**src/rtl/jet_infer_scheduler.sv**
```systemverilog
`default_nettype none
// ============================================================================
// Module   : jet_infer_scheduler
// Brief    : Frame FIFO + launch/wait/settle sequencer for the jet-tagging
//            inference core, returning tagged class scores.
// Revision : 1.0  initial release
// ============================================================================
module jet_infer_scheduler #(
    parameter int WIDTH       = 25,
    parameter int INPUT_SIZE  = 16,
    parameter int OUTPUT_SIZE = 5,
    parameter int DEPTH       = 4,
    parameter int TAG_W       = 8,
    parameter int SETTLE      = 4,
    parameter int TIMEOUT     = 4096
) (
    input  logic                          clk,
    input  logic                          reset,
    input  logic                          s_valid,
    output logic                          s_ready,
    input  logic [INPUT_SIZE*WIDTH-1:0]   s_data,
    output logic                          core_input_ready,
    output logic [INPUT_SIZE*WIDTH-1:0]   core_input_data,
    input  logic                          core_output_ready,
    input  logic [OUTPUT_SIZE*WIDTH-1:0]  core_output_data,
    output logic                          m_valid,
    input  logic                          m_ready,
    output logic [OUTPUT_SIZE*WIDTH-1:0]  m_data,
    output logic [TAG_W-1:0]              m_tag,
    output logic                          m_error,
    output logic                          busy
);
    localparam int c_IW   = INPUT_SIZE * WIDTH;
    localparam int c_OW   = OUTPUT_SIZE * WIDTH;
    localparam int c_AW   = $clog2(DEPTH);
    localparam int c_PW   = c_AW + 1;
    localparam int c_WD_W = (TIMEOUT > 1) ? $clog2(TIMEOUT) : 1;
    localparam int c_ST_W = (SETTLE > 1) ? $clog2(SETTLE) : 1;
    localparam logic [c_WD_W-1:0] c_WD_LAST = c_WD_W'(TIMEOUT - 1);
    localparam logic [c_ST_W-1:0] c_ST_LAST = c_ST_W'(SETTLE - 1);

    typedef enum logic [1:0] {
        S_IDLE   = 2'd0,
        S_LAUNCH = 2'd1,
        S_WAIT   = 2'd2,
        S_SETTLE = 2'd3
    } state_t;

    state_t              r_state;
    logic [c_IW-1:0]     r_mem [DEPTH];
    logic [c_PW-1:0]     r_wr_ptr;
    logic [c_PW-1:0]     r_rd_ptr;
    logic [TAG_W-1:0]    r_tag_cnt;
    logic [TAG_W-1:0]    r_flight_tag;
    logic [c_WD_W-1:0]   r_wd_cnt;
    logic [c_ST_W-1:0]   r_st_cnt;
    logic                r_cor_q;
    logic                r_cir;
    logic [c_IW-1:0]     r_cid;
    logic                r_m_valid;
    logic [c_OW-1:0]     r_m_data;
    logic [TAG_W-1:0]    r_m_tag;
    logic                r_m_error;

    logic w_empty, w_full, w_push, w_pop, w_edge, w_out_free;

    assign w_empty    = (r_wr_ptr == r_rd_ptr);
    assign w_full     = (r_wr_ptr[c_AW] != r_rd_ptr[c_AW]) &&
                        (r_wr_ptr[c_AW-1:0] == r_rd_ptr[c_AW-1:0]);
    assign w_push     = s_valid && !w_full;
    assign w_pop      = (r_state == S_LAUNCH);
    assign w_edge     = core_output_ready && !r_cor_q;
    assign w_out_free = !r_m_valid || m_ready;

    assign s_ready          = !w_full;
    assign core_input_ready = r_cir;
    assign core_input_data  = r_cid;
    assign m_valid          = r_m_valid;
    assign m_data           = r_m_data;
    assign m_tag            = r_m_tag;
    assign m_error          = r_m_error;
    assign busy             = (r_state != S_IDLE) || !w_empty;

    // Frame storage carries no reset; only the pointers define occupancy.
    always_ff @(posedge clk) begin
        if (w_push) begin
            r_mem[r_wr_ptr[c_AW-1:0]] <= s_data;
        end
    end

    always_ff @(posedge clk or posedge reset) begin
        if (reset) begin
            r_wr_ptr <= '0;
            r_rd_ptr <= '0;
        end else begin
            if (w_push) r_wr_ptr <= r_wr_ptr + c_PW'(1);
            if (w_pop)  r_rd_ptr <= r_rd_ptr + c_PW'(1);
        end
    end

    always_ff @(posedge clk or posedge reset) begin
        if (reset) begin
            r_state      <= S_IDLE;
            r_tag_cnt    <= '0;
            r_flight_tag <= '0;
            r_wd_cnt     <= '0;
            r_st_cnt     <= '0;
            r_cor_q      <= 1'b0;
            r_cir        <= 1'b0;
            r_cid        <= '0;
            r_m_valid    <= 1'b0;
            r_m_data     <= '0;
            r_m_tag      <= '0;
            r_m_error    <= 1'b0;
        end else begin
            r_cor_q <= core_output_ready;
            r_cir   <= 1'b0;
            if (r_m_valid && m_ready) r_m_valid <= 1'b0;

            case (r_state)
                S_IDLE: begin
                    if (!w_empty && w_out_free) begin
                        r_state      <= S_LAUNCH;
                        r_cir        <= 1'b1;
                        r_cid        <= r_mem[r_rd_ptr[c_AW-1:0]];
                        r_flight_tag <= r_tag_cnt;
                    end
                end
                S_LAUNCH: begin
                    // A completion edge coinciding with the launch exit already counts.
                    r_tag_cnt <= r_tag_cnt + TAG_W'(1);
                    r_wd_cnt  <= '0;
                    r_st_cnt  <= '0;
                    r_state   <= w_edge ? S_SETTLE : S_WAIT;
                end
                S_WAIT: begin
                    if (w_edge) begin
                        r_st_cnt <= '0;
                        r_state  <= S_SETTLE;
                    end else if ((TIMEOUT != 0) && (r_wd_cnt == c_WD_LAST)) begin
                        r_m_valid <= 1'b1;
                        r_m_error <= 1'b1;
                        r_m_data  <= '0;
                        r_m_tag   <= r_flight_tag;
                        r_state   <= S_IDLE;
                    end else begin
                        r_wd_cnt <= r_wd_cnt + c_WD_W'(1);
                    end
                end
                S_SETTLE: begin
                    if (r_st_cnt == c_ST_LAST) begin
                        r_m_valid <= 1'b1;
                        r_m_error <= 1'b0;
                        r_m_data  <= core_output_data;
                        r_m_tag   <= r_flight_tag;
                        r_state   <= S_IDLE;
                    end else begin
                        r_st_cnt <= r_st_cnt + c_ST_W'(1);
                    end
                end
                default: r_state <= S_IDLE;
            endcase
        end
    end
endmodule
`default_nettype wire
```
**config.mk**
```make
export PLATFORM = sky130hd
export DESIGN_NAME = jet_infer_scheduler
export DESIGN_NICKNAME = d
export VERILOG_FILES = /design/src/rtl/jet_infer_scheduler.sv
export SDC_FILE = /design/constraint.sdc
export NUM_CORES = 2
export LEC_CHECK = 0
export BUFFER_PORTS_ARGS = -buffer_cell sky130_fd_sc_hd__buf_2
export CORE_ASPECT_RATIO = 0.7
export CORE_MARGIN = 1
export CORE_UTILIZATION = 34
export DETAILED_ROUTE_END_ITERATION = 7
export MAX_ROUTING_LAYER = met4
export SETUP_SLACK_MARGIN = 0.15
export SLEW_MARGIN = 10
export SYNTH_ARGS = -nofsm -noshare
export SYNTH_HDL_FRONTEND = slang
export SYNTH_SLANG_ARGS = --single-unit
```
**constraint.sdc**
```tcl
create_clock -name clk -period 18.9 [get_ports clk]
set_input_delay 3.78 -clock clk [delete_from_list [all_inputs] [get_ports clk]]
set_output_delay 3.78 -clock clk [all_outputs]
set_load 0.01 [all_outputs]
```
==> flow_metrics.py <==
metrics = {
    "routing": {
        "vias": 39100,
        "drc_errors": 0,
        "avgViaCountPerCell": 4.73,
        "post_drt_wl_per_cell_um": 23.6,
        "dr.pass1.iters": 5,
        "wirelength_um": 195000,
        "antenna_left": 0,
        "drt_iter0_markers": 2490,
    },
    "global_route": {
        "grt_pass1_vias": 40000,
        "met1_usage_pct": 20.0,
        "antenna_found_initial": 92,
        "grt_busiest_layer": "met2",
        "grt_usage_pct": 16.0,
        "grt_pass1_wl_um": 279000,
        "gr-total-overflow": 0,
        "use_met2_pct": 25.3,
        "grt_max_degree": 121,
        "grtUsageMet3_pct": 4.39,
    },
    "clock_tree": {
        "cts_tree": "done",
        "cts_setup_buffers": 0,
        "clockRootBuffer": "clkbuf_16",
        "clk_latency_ns": 0.86,
        "clock_path_buffers": 4,
        "htreeDepth": 4,
        "cts.sinks": 2175,
        "numCtsBuffers": 213,
        "cts.clk_slew.worst_paths_ns": 0.06,
        "cts_resized": 0,
        "cts_hold_buf": 0,
    },
    "logic_synthesis": {
        "synthDistinctLibCells": 51,
        "synth_edf_count": 1600,
        "seq_area_frac_synth_pct": 76.0,
        "syn_area_sq_um": 82100,
        "syn_avg_cell_area_sq_um": 22.3,
        "async_reset_ff_share_pct": 26.4,
        "syn_nets": 4228,
        "synth_warnings": 0,
        "synth_flop_cell": "edfxtp_1",
        "synth_seq_cells": 2175,
        "synthCells": 3685,
    },
    "die": {
        "dieWidth_um": 589,
        "row_count": 150,
        "die_area_sq_um": 243000,
        "ios": 1068,
        "core-area_sq_um": 239000,
        "start_util_pct": 34.3,
        "die_y_um": 413,
    },
    "pwr": {
        "comb_power_share_pct": 33.2,
        "p_int_mw": 11.8,
        "switching_share_pct": 30.4,
        "powerDensity_nw_per_um2": 174,
        "ir_drop_mv": 0.121,
        "power.share.clock_pct": 24.5,
        "power_leakage_nw": 36.5,
        "seqPwrFrac_pct": 42.3,
        "p_sw_mw": 5.17,
        "fin_total_pwr_mw": 17.0,
    },
    "place": {
        "gp_congestion": 0.836,
        "dpl_worst_slack_ns": 10.78,
        "dpl.hpwl_um": 126000,
        "port_buffers": 1067,
        "place_area_sq_um": 90800,
    },
    "setup_path": {
        "endpoint_kind": "register",
        "path_class": "in2reg",
        "crit_required_ns": 19.35,
        "start_kind": "primary input",
        "worst-endpoint-arrival_ns": 7.69,
        "crit_fanout": 120,
    },
    "sta": {
        "setup_ws_ns": 11.65,
        "slew_headroom_pct": 23.7,
        "slew_violations": 0,
        "min_period_ns": 7.25,
        "setup_violations": 0,
        "tns_ns": 0,
        "fin_crit_sh_pct": 38.3,
        "fin_skew_ns": 0.0426,
        "fmaxAchievable_mhz": 138,
        "hold_viol": 0,
        "worst_slew_pin_slew_ns": 1.14,
        "rsz0062_at_grt": "false",
    },
    "layout": {
        "utilization_pct": 40.8,
        "fin_area_sq_um": 97800,
        "multiInputGateArea_sq_um": 18000,
        "nFillCells": 21300,
        "nets": 5399,
        "syn2layout_area_growth_pct": 19.1,
        "final_cell_mix": "edfxtp_1, buf_2, dfrtp_1",
        "drive_gt1_share_pct": 45.1,
        "seq_area_sq_um": 62400,
        "final_common_cell": "edfxtp_1",
    },
    "hold_path": {
        "hp-class": "reg2reg",
    },
    "flow_run": {
        "drv_cap": 0,
    },
    "outcome": {
        "status": "completed",
    },
}
[area by class of cell]
cell class	count	area share [%]
Multi-Input combinational cell	1206	18.4
Clock buffer	289	5.99
Clock inverter	103	0.990
Inverter	137	0.546
Timing Repair Buffer	1123	6.03
Tap cell	3192	4.08
Antenna cell	56	0.143
Sequential cell	2175	63.8
[flip-flops by register name, indices dropped and copies added, names as in the netlist, 2 cells and up]
register,cells
r_wd_cnt,12
r_flight_tag,8
r_wr_ptr,3
r_mem,1600
r_tag_cnt,8
r_state,2
m_tag,8
m_data,125
r_rd_ptr,3
core_input_data,400
r_st_cnt,2
[power by group through the flow]
stage,clock network [mW],registers [mW],logic (mW)
detailed placement,0,7.27,5.78
global placement,0,7.23,5.72
finish,4.17,7.19,5.64
floorplan,0,7.71,3.90
CTS,4.28,7.20,5.79
global route,4.46,7.30,6.03
[cell usage after synthesis (all sizes together), types with 3 or more instances]
cell type | count | share of area (%)
edfxtp | 1600 | 59
dfrtp | 575 | 18
mux2 | 419 | 7.5
mux4 | 400 | 11
nand2 | 144 | 0.66
inv | 137 | 0.63
mux2i | 130 | 1.6
buf | 106 | 1.2
clkbuf | 61 | 0.28
ha | 13 | 0.20
nand3 | 9 | 0.076
nand4 | 9 | 0.069
xnor2 | 9 | 0.14
o21ai | 6 | 0.037
xor2 | 6 | 0.064
nor2 | 5 | 0.023
o31ai | 5 | 0.046
a21oi | 4 | 0.024
and2 | 4 | 0.030
or4 | 4 | 0.037
and3 | 3 | 0.023
nand2b | 3 | 0.023
nor4 | 3 | 0.041
or2 | 3 | 0.023
[cell families (layout without fill, tap and decap cells)]
family	after synthesis	after routing	synth area share [%]
flops	2175	2175	76.0
simple gates	196	196	1.08
mux	949	949	20.1
other cells	0	56	0
compound gates	33	33	0.282
fa+ha+maj	13	13	0.198
xor+xnor	15	15	0.206
buf+inv	304	1652	2.11
[layer usage]
metal / routed length, um / vias to the layer above / part of all wire [%]
met1: 81500 / 20600 / 42
met2: 93800 / 1163 / 48
met3: 13500 / 349 / 6.9
met4: 6410 / 0 / 3.3
met5: 0 / - / 0
li1: - / 17000 / -
[through the flow]
stage / hold WS [ns] / instances
finish: 0.498 / 8281
global route: 0.515 / 8271
CTS: 0.497 / 8225
detailed placement: 0.486 / 7833
global placement: 0.474 / 7833
floorplan: 0.442 / 3685
[critical path, stage by stage]
cell,delay [ns]
buf_2,0.10
inv_1,0.05
a31oi_1,0.54
and2_4,0.70
buf_12,0.46
buf_4,0.75
buf_4,0.80
[final timing paths]
check / start / end / slack [ns] / cells past startpoint
worst min-delay path: r_tag_cnt[7]$_DFFE_PP0P_ / r_tag_cnt[7]$_DFFE_PP0P_ / 0.50 / 1
max in group asynchronous: reset / m_data[103]$_DFFE_PP0P_ / 12.11 / 6
min in group asynchronous: reset / r_wd_cnt[1]$_DFFE_PP0P_ / 3.05 / 2
worst min register to register: r_tag_cnt[7]$_DFFE_PP0P_ / r_tag_cnt[7]$_DFFE_PP0P_ / 0.50 / 1
worst max register to register: r_rd_ptr[1]$_DFFE_PP0P_ / r_mem[1][15]$_DFFE_PP_ / 13.67 / 6
worst max-delay path: s_valid / r_mem[1][15]$_DFFE_PP_ / 11.65 / 7
No activity file was read; power rests on OpenSTA's default activity.
